===== config.mk =====
export PLATFORM = sky130hd
export DESIGN_NAME = cache_mem_controller
export DESIGN_NICKNAME = d
export VERILOG_FILES = /design/src/rtl/cache_pkg.sv /design/src/rtl/cache_mem_controller_sat_counter.sv /design/src/rtl/cache_mem_controller.sv
export SDC_FILE = /design/constraint.sdc
export NUM_CORES = 1
export LEC_CHECK = 0
export ABC_AREA = 1
export BUFFER_PORTS_ARGS = -buffer_cell sky130_fd_sc_hd__buf_2
export CAP_MARGIN = 20
export CORE_MARGIN = 1
export CORE_UTILIZATION = 52
export DETAILED_ROUTE_END_ITERATION = 12
export PLACE_DENSITY = 0.83
export SLEW_MARGIN = 20
export SYNTH_ARGS = -nofsm -noshare
export SYNTH_HDL_FRONTEND = slang
export SYNTH_HIERARCHICAL = 1
export SYNTH_SLANG_ARGS = --single-unit

===== constraint.sdc =====
create_clock -name clock -period 1.9 [get_ports clock]
set_clock_uncertainty 0.2 [all_clocks]
set_input_delay 0.19 -clock clock [delete_from_list [all_inputs] [get_ports clock]]
set_output_delay 0.19 -clock clock [all_outputs]
set_load 0.03 [all_outputs]

===== src/rtl/cache_pkg.sv =====
// -----------------------------------------------------------------------------
// cache_pkg
// Definitions shared by the cache miss-service controller and the blocks around it.
//   CACHE_ADDR_W : RAM word address width (same as the cache tag width)
//   CACHE_DATA_W : block/word width
//   LAT_W        : width of the read-latency down-counter (covers MEM_RD_LAT-1 for 1..4)
//   state_t      : miss-service sequencer states
//   lat_load     : reload value for the latency counter for a given RAM read latency
// -----------------------------------------------------------------------------
package cache_pkg;

    localparam int CACHE_ADDR_W = 7;
    localparam int CACHE_DATA_W = 5;
    localparam int LAT_W        = 2;

    typedef enum logic [2:0] {
        IDLE = 3'd0,
        WB   = 3'd1,
        RD   = 3'd2,
        WAIT = 3'd3,
        DONE = 3'd4
    } state_t;

    // WAIT runs for exactly 'lat' cycles: the counter starts at lat-1 and
    // the capture happens in the cycle where it reads zero.
    function automatic logic [LAT_W-1:0] lat_load(input int lat);
        return LAT_W'(lat - 1);
    endfunction

endpackage


===== src/rtl/cache_mem_controller_sat_counter.sv =====
// -----------------------------------------------------------------------------
// sat_counter
// Free-running event counter that sticks at its all-ones value instead of wrapping.
// Ports:
//   i_clock : clock, counts on the rising edge
//   i_reset : synchronous active-high clear
//   i_inc   : count one event this cycle
//   o_count : current count (saturating)
// -----------------------------------------------------------------------------
module sat_counter #(
    parameter int CNT_W = 8
) (
    input  logic             i_clock,
    input  logic             i_reset,
    input  logic             i_inc,
    output logic [CNT_W-1:0] o_count
);

    logic [CNT_W-1:0] r_count;

    function automatic logic [CNT_W-1:0] sat_inc(input logic [CNT_W-1:0] v);
        return (v == {CNT_W{1'b1}}) ? v : v + 1'b1;
    endfunction

    always_ff @(posedge i_clock) begin
        if (i_reset) begin
            r_count <= '0;
        end else if (i_inc) begin
            r_count <= sat_inc(r_count);
        end
    end

    assign o_count = r_count;

endmodule


===== src/rtl/cache_mem_controller.sv =====
// -----------------------------------------------------------------------------
// cache_mem_controller
// Miss-service sequencer between the fully-associative cache and the backing
// RAM. One miss is accepted at a time; a dirty victim is written back first,
// then the fill block is read (MEM_RD_LAT cycles) and returned to the cache with
// a single-cycle fill_valid pulse.
// Ports:
//   clock, reset        : clock and synchronous active-high reset
//   req_valid/req_ready : miss request handshake (ready only while idle)
//   req_wb              : victim is dirty, write it back before the fill
//   req_wb_addr/_data   : victim RAM address and block data
//   req_addr            : address of the missing block
//   fill_valid          : one-cycle pulse, fill_data holds the new block
//   fill_data           : last block read from RAM (held between fills)
//   mem_addr/wdata/we   : RAM address, write data, write enable
//   mem_rdata           : RAM read data, valid MEM_RD_LAT cycles after address
//   busy                : sequencer is not idle
//   wb_count/fill_count : saturating counts of completed writebacks / fills
// -----------------------------------------------------------------------------
module cache_mem_controller
    import cache_pkg::*;
#(
    parameter int ADDR_W     = CACHE_ADDR_W,
    parameter int DATA_W     = CACHE_DATA_W,
    parameter int MEM_RD_LAT = 1,
    parameter int CNT_W      = 8
) (
    input  logic              clock,
    input  logic              reset,
    input  logic              req_valid,
    output logic              req_ready,
    input  logic              req_wb,
    input  logic [ADDR_W-1:0] req_wb_addr,
    input  logic [DATA_W-1:0] req_wb_data,
    input  logic [ADDR_W-1:0] req_addr,
    output logic              fill_valid,
    output logic [DATA_W-1:0] fill_data,
    output logic [ADDR_W-1:0] mem_addr,
    output logic [DATA_W-1:0] mem_wdata,
    output logic              mem_we,
    input  logic [DATA_W-1:0] mem_rdata,
    output logic              busy,
    output logic [CNT_W-1:0]  wb_count,
    output logic [CNT_W-1:0]  fill_count
);

    localparam logic [LAT_W-1:0] LAT_LOAD = lat_load(MEM_RD_LAT);

    state_t             r_state;
    logic               r_req_wb;
    logic [ADDR_W-1:0]  r_wb_addr;
    logic [DATA_W-1:0]  r_wb_data;
    logic [ADDR_W-1:0]  r_fill_addr;
    logic [LAT_W-1:0]   r_lat_cnt;
    logic [DATA_W-1:0]  r_fill_data;

    logic               w_accept;
    logic               w_wb_inc;
    logic               w_fill_inc;

    // Ready is a pure function of the registered state, so the handshake
    // never depends combinationally on req_valid.
    assign w_accept = req_valid && (r_state == IDLE);

    // Sequencer: request latches, latency counter and fill capture.
    always_ff @(posedge clock) begin
        if (reset) begin
            r_state     <= IDLE;
            r_req_wb    <= 1'b0;
            r_wb_addr   <= '0;
            r_wb_data   <= '0;
            r_fill_addr <= '0;
            r_lat_cnt   <= '0;
            r_fill_data <= '0;
        end else begin
            case (r_state)
                IDLE: begin
                    if (w_accept) begin
                        r_req_wb    <= req_wb;
                        r_wb_addr   <= req_wb_addr;
                        r_wb_data   <= req_wb_data;
                        r_fill_addr <= req_addr;
                        r_state     <= req_wb ? WB : RD;
                    end
                end
                WB: begin
                    r_state <= RD;
                end
                RD: begin
                    r_lat_cnt <= LAT_LOAD;
                    r_state   <= WAIT;
                end
                WAIT: begin
                    // mem_rdata for the RD address is valid in the cycle the counter hits zero
                    if (r_lat_cnt == '0) begin
                        r_fill_data <= mem_rdata;
                        r_state     <= DONE;
                    end else begin
                        r_lat_cnt <= r_lat_cnt - 1'b1;
                    end
                end
                DONE: begin
                    r_state <= IDLE;
                end
                default: begin
                    r_state <= IDLE;
                end
            endcase
        end
    end

    // Outputs decoded from registered state and latches only. The fill address
    // stays on mem_addr from RD onward, so the RAM sees a stable address for the
    // whole read latency.
    assign req_ready  = (r_state == IDLE);
    assign busy       = (r_state != IDLE);
    assign mem_we     = (r_state == WB);
    assign mem_addr   = (r_state == WB) ? r_wb_addr : r_fill_addr;
    assign mem_wdata  = r_wb_data;
    assign fill_valid = (r_state == DONE);
    assign fill_data  = r_fill_data;

    // WB is only entered for a dirty victim; the latch keeps the count tied to
    // the request that actually asked for a writeback.
    assign w_wb_inc   = (r_state == WB) && r_req_wb;
    assign w_fill_inc = (r_state == DONE);

    sat_counter #(
        .CNT_W (CNT_W)
    ) u_wb_cnt (
        .i_clock (clock),
        .i_reset (reset),
        .i_inc   (w_wb_inc),
        .o_count (wb_count)
    );

    sat_counter #(
        .CNT_W (CNT_W)
    ) u_fill_cnt (
        .i_clock (clock),
        .i_reset (reset),
        .i_inc   (w_fill_inc),
        .o_count (fill_count)
    );

endmodule


==> summary.txt <==
Run status
  – Status: finished clean

STA
  – Setup Viol. Count Final: 0
  – Least-Margin Pin Slew: 0.689 ns
  – Final Hold Viols: 0
  – Hold slack: 0.134 ns
  – Relative slew slack: 54.0%
  – RSZ-0062 raised after global routing: true
  – Clock period minus worst slack: 1.86 ns
  – Max Freq: 539 MHz
  – Slew Viols, Final: 0
  – Tcrit/Tclk final: 97.7%
  – Fin worst setup slack: 0.0445 ns

CTS
  – Clock sinks: 46
  – Later-pin clock latency in the skew report: 0.30 ns
  – CTS Buf Count: 5
  – Clock buffer depth: 2
  – H-Tree Depth: 2
  – Root Driver: clkbuf_8
  – CTS tree: yes
  – Clock transition at path regs: 0.08 ns
  – Post-CTS setup buffers: 0

Run
  – MaxCap Viol Count: 0

Layout
  – Fin nets: 474
  – Filler cell count: 331
  – Final core occ: 73.3%
  – Area grow syn2layout: 31.6%
  – Share of layout cells above drive strength 1: 21.4%
  – Diode count: 0

Worst setup path
  – Critical-path cell list: nor2_4, inv_1, nor2_2, buf_4, buf_2
  – Critical Path Start Type: register
  – Critical path's slowest cell: dfxtp_1
  – Worst-path maximum fanout: 7
  – CP required: 1.51 ns
  – CP Class: register to output port
  – CP peak stage delay: 0.37 ns
  – Critical Path AT: 1.47 ns
  – Family with the most delay on the worst path: buffers and inverters
  – CP endpoint kind: output port
  – Worst Path Buf+Inv: 3

Synthesis
  – Sequential fraction of the synthesis area: 39.9%
  – Post-synthesis cell count: 355
  – Synth Area per Inst: 6.50 um^2
  – Cell Area, Synth: 2310 um^2
  – Net Count, Synth: 386
  – Register bit total from synthesis: 46
  – Ys Warns: 6
  – Netlist cell types: 20

Power
  – PwrDens: 808 nW/um^2
  – Leak Pwr: 0.00156 uW
  – VDD IR max: 0.000536 V

Die
  – Die Span Y: 68.6 um
  – Row count: 23
  – Die W: 68.6 um
  – Initial Utilization: 55.7%
  – Core box area: 4140 um^2
  – DIE AREA: 4710 um^2
  – Io pins: 65

Global routing
  – Total track usage: 23.3%
  – Congestion Overflow GR: 0
  – Pin count of the biggest net entering global routing: 41
  – Vias in the first global route: 2,034
  – Initial antenna violation count: 0
  – First-pass GRT wire length: 8340 um

Placed design
  – Gpl congestion: 0.846
  – Dpl ws: 0.283 ns
  – Hpwl dp: 3380 um
  – IO Port Bufs: 64

Detailed routing
  – Post-route ant nets: 0
  – Initial drt markers: 112
  – Final WL: 5210 um
  – Avg WL per Cell: 10.5 um
  – DR vias/cell: 4.80
  – DRT Pass-1 Iters: 5
  – DR DRC count: 0
  – Via Count: 2,369

Hold path
  – Hold crit path type: input pin to register
==> synthesized netlist by cell type <==
cell type	count	area share, %
ha_1	3	1.6
dfxtp_1	46	40
a21oi_1	22	4.8
nand3b_1	4	1.3
inv_2	1	0.16
nand3_1	21	4.6
o21ai_1	1	0.22
nor2_2	2	0.54
buf_4	2	0.65
o21ai_0	8	1.7
buf_6	2	0.98
nand3_2	5	2.2
nor2_4	6	2.9
nor2_1	68	11
nor3_1	2	0.43
nand2_1	99	16
inv_1	51	8.3
nand2_2	3	0.81
buf_2	6	1.3
clkbuf_1	3	0.49
==> cells by family after synthesis <==
family                   share of synthesized area, %
adder cells (fa/ha/maj)                          1.63
buffers and inverters                            11.9
AO/OA/AOI/OAI                                    6.72
flip-flops                                       39.9
AND/OR/NAND/NOR                                  39.9
==> flip-flops by register name (all words and copies together), names as in the netlist <==
name	flops
u_wb_cnt/o_count	8
r_req_wb	1
mem_wdata	5
r_state	3
r_wb_addr	7
u_fill_cnt/o_count	8
r_lat_cnt	2
fill_data	5
r_fill_addr	7
==> layout make-up <==
cell class | instances | area [um^2] | share of cell area, %
Sequential cell | 46 | 922 | 30.4
Clock inverter | 3 | 40.0 | 1.32
Timing Repair Buffer | 94 | 633 | 20.8
Tap cell | 50 | 62.6 | 2.06
Inverter | 52 | 195 | 6.43
Multi-Input combinational cell | 244 | 1120 | 36.7
Clock buffer | 5 | 68.8 | 2.27
==> path summary, 6_finish.rpt <==
check | from | end | slack (ns) | cells after the start
max | r_state[0] | fill_valid | 0.04 | 5
min | req_valid | r_state[0] | 0.13 | 6
max reg2reg | u_fill_cnt/o_count[0] | u_fill_cnt/o_count[5] | 0.25 | 6
min reg2reg | fill_data[2] | fill_data[2] | 0.26 | 2
==> power by group <==
part	internal, uW	total, uW	leakage (uW)	switching [uW]
clock	387	719	0.0000579	332
sequential	1040	1090	0.000376	45.2
combinational	235	646	0.00113	411
==> placed cells by master, fill, tap and decap left out, drive strengths merged <==
cell         instances
nor2                76
dlygate4sd3         26
nor3                 2
bufinv               1
a21oi               22
nand3b               4
inv                 52
ha                   3
clkbuf               5
nand2              102
clkinv               2
o21ai                9
buf                 68
dfxtp               46
nand3               26
==> per-layer routing <==
metal  global-route usage (%)  up-vias  wire (um)
li1                         -     1248          -
met3                     5.76        7        195
met2                     44.1       42       2670
met1                     25.7     1072       2310
met5                        0        -          0
met4                     5.73        0         36
==> worst min-delay path: cells and delay by family <==
family,cells,cell delay (ns)
buf+inv,3,0.16
simple gates,3,0.25
==> metrics by stage <==
stage / TNS [ns] / instance area [um^2] / total power, uW / instances
2_1_floorplan: 0 / 2310 / 1530 / 355
3_3_place_gp: 0 / 2660 / 1680 / 460
3_5_place_dp: 0 / 2660 / 1690 / 460
4_1_cts: 0 / 3030 / 2450 / 494
5_1_grt: -0.0450 / 3040 / 2580 / 494
6_report: 0 / 3040 / 2450 / 494
==> timing repair <==
item	CTS	global route
resized for setup	0	7
endpoints found under the setup margin	0	8
hold buffers	26	0
hold endpoints to repair	26	0
No activity file was read; power rests on OpenSTA's default activity.
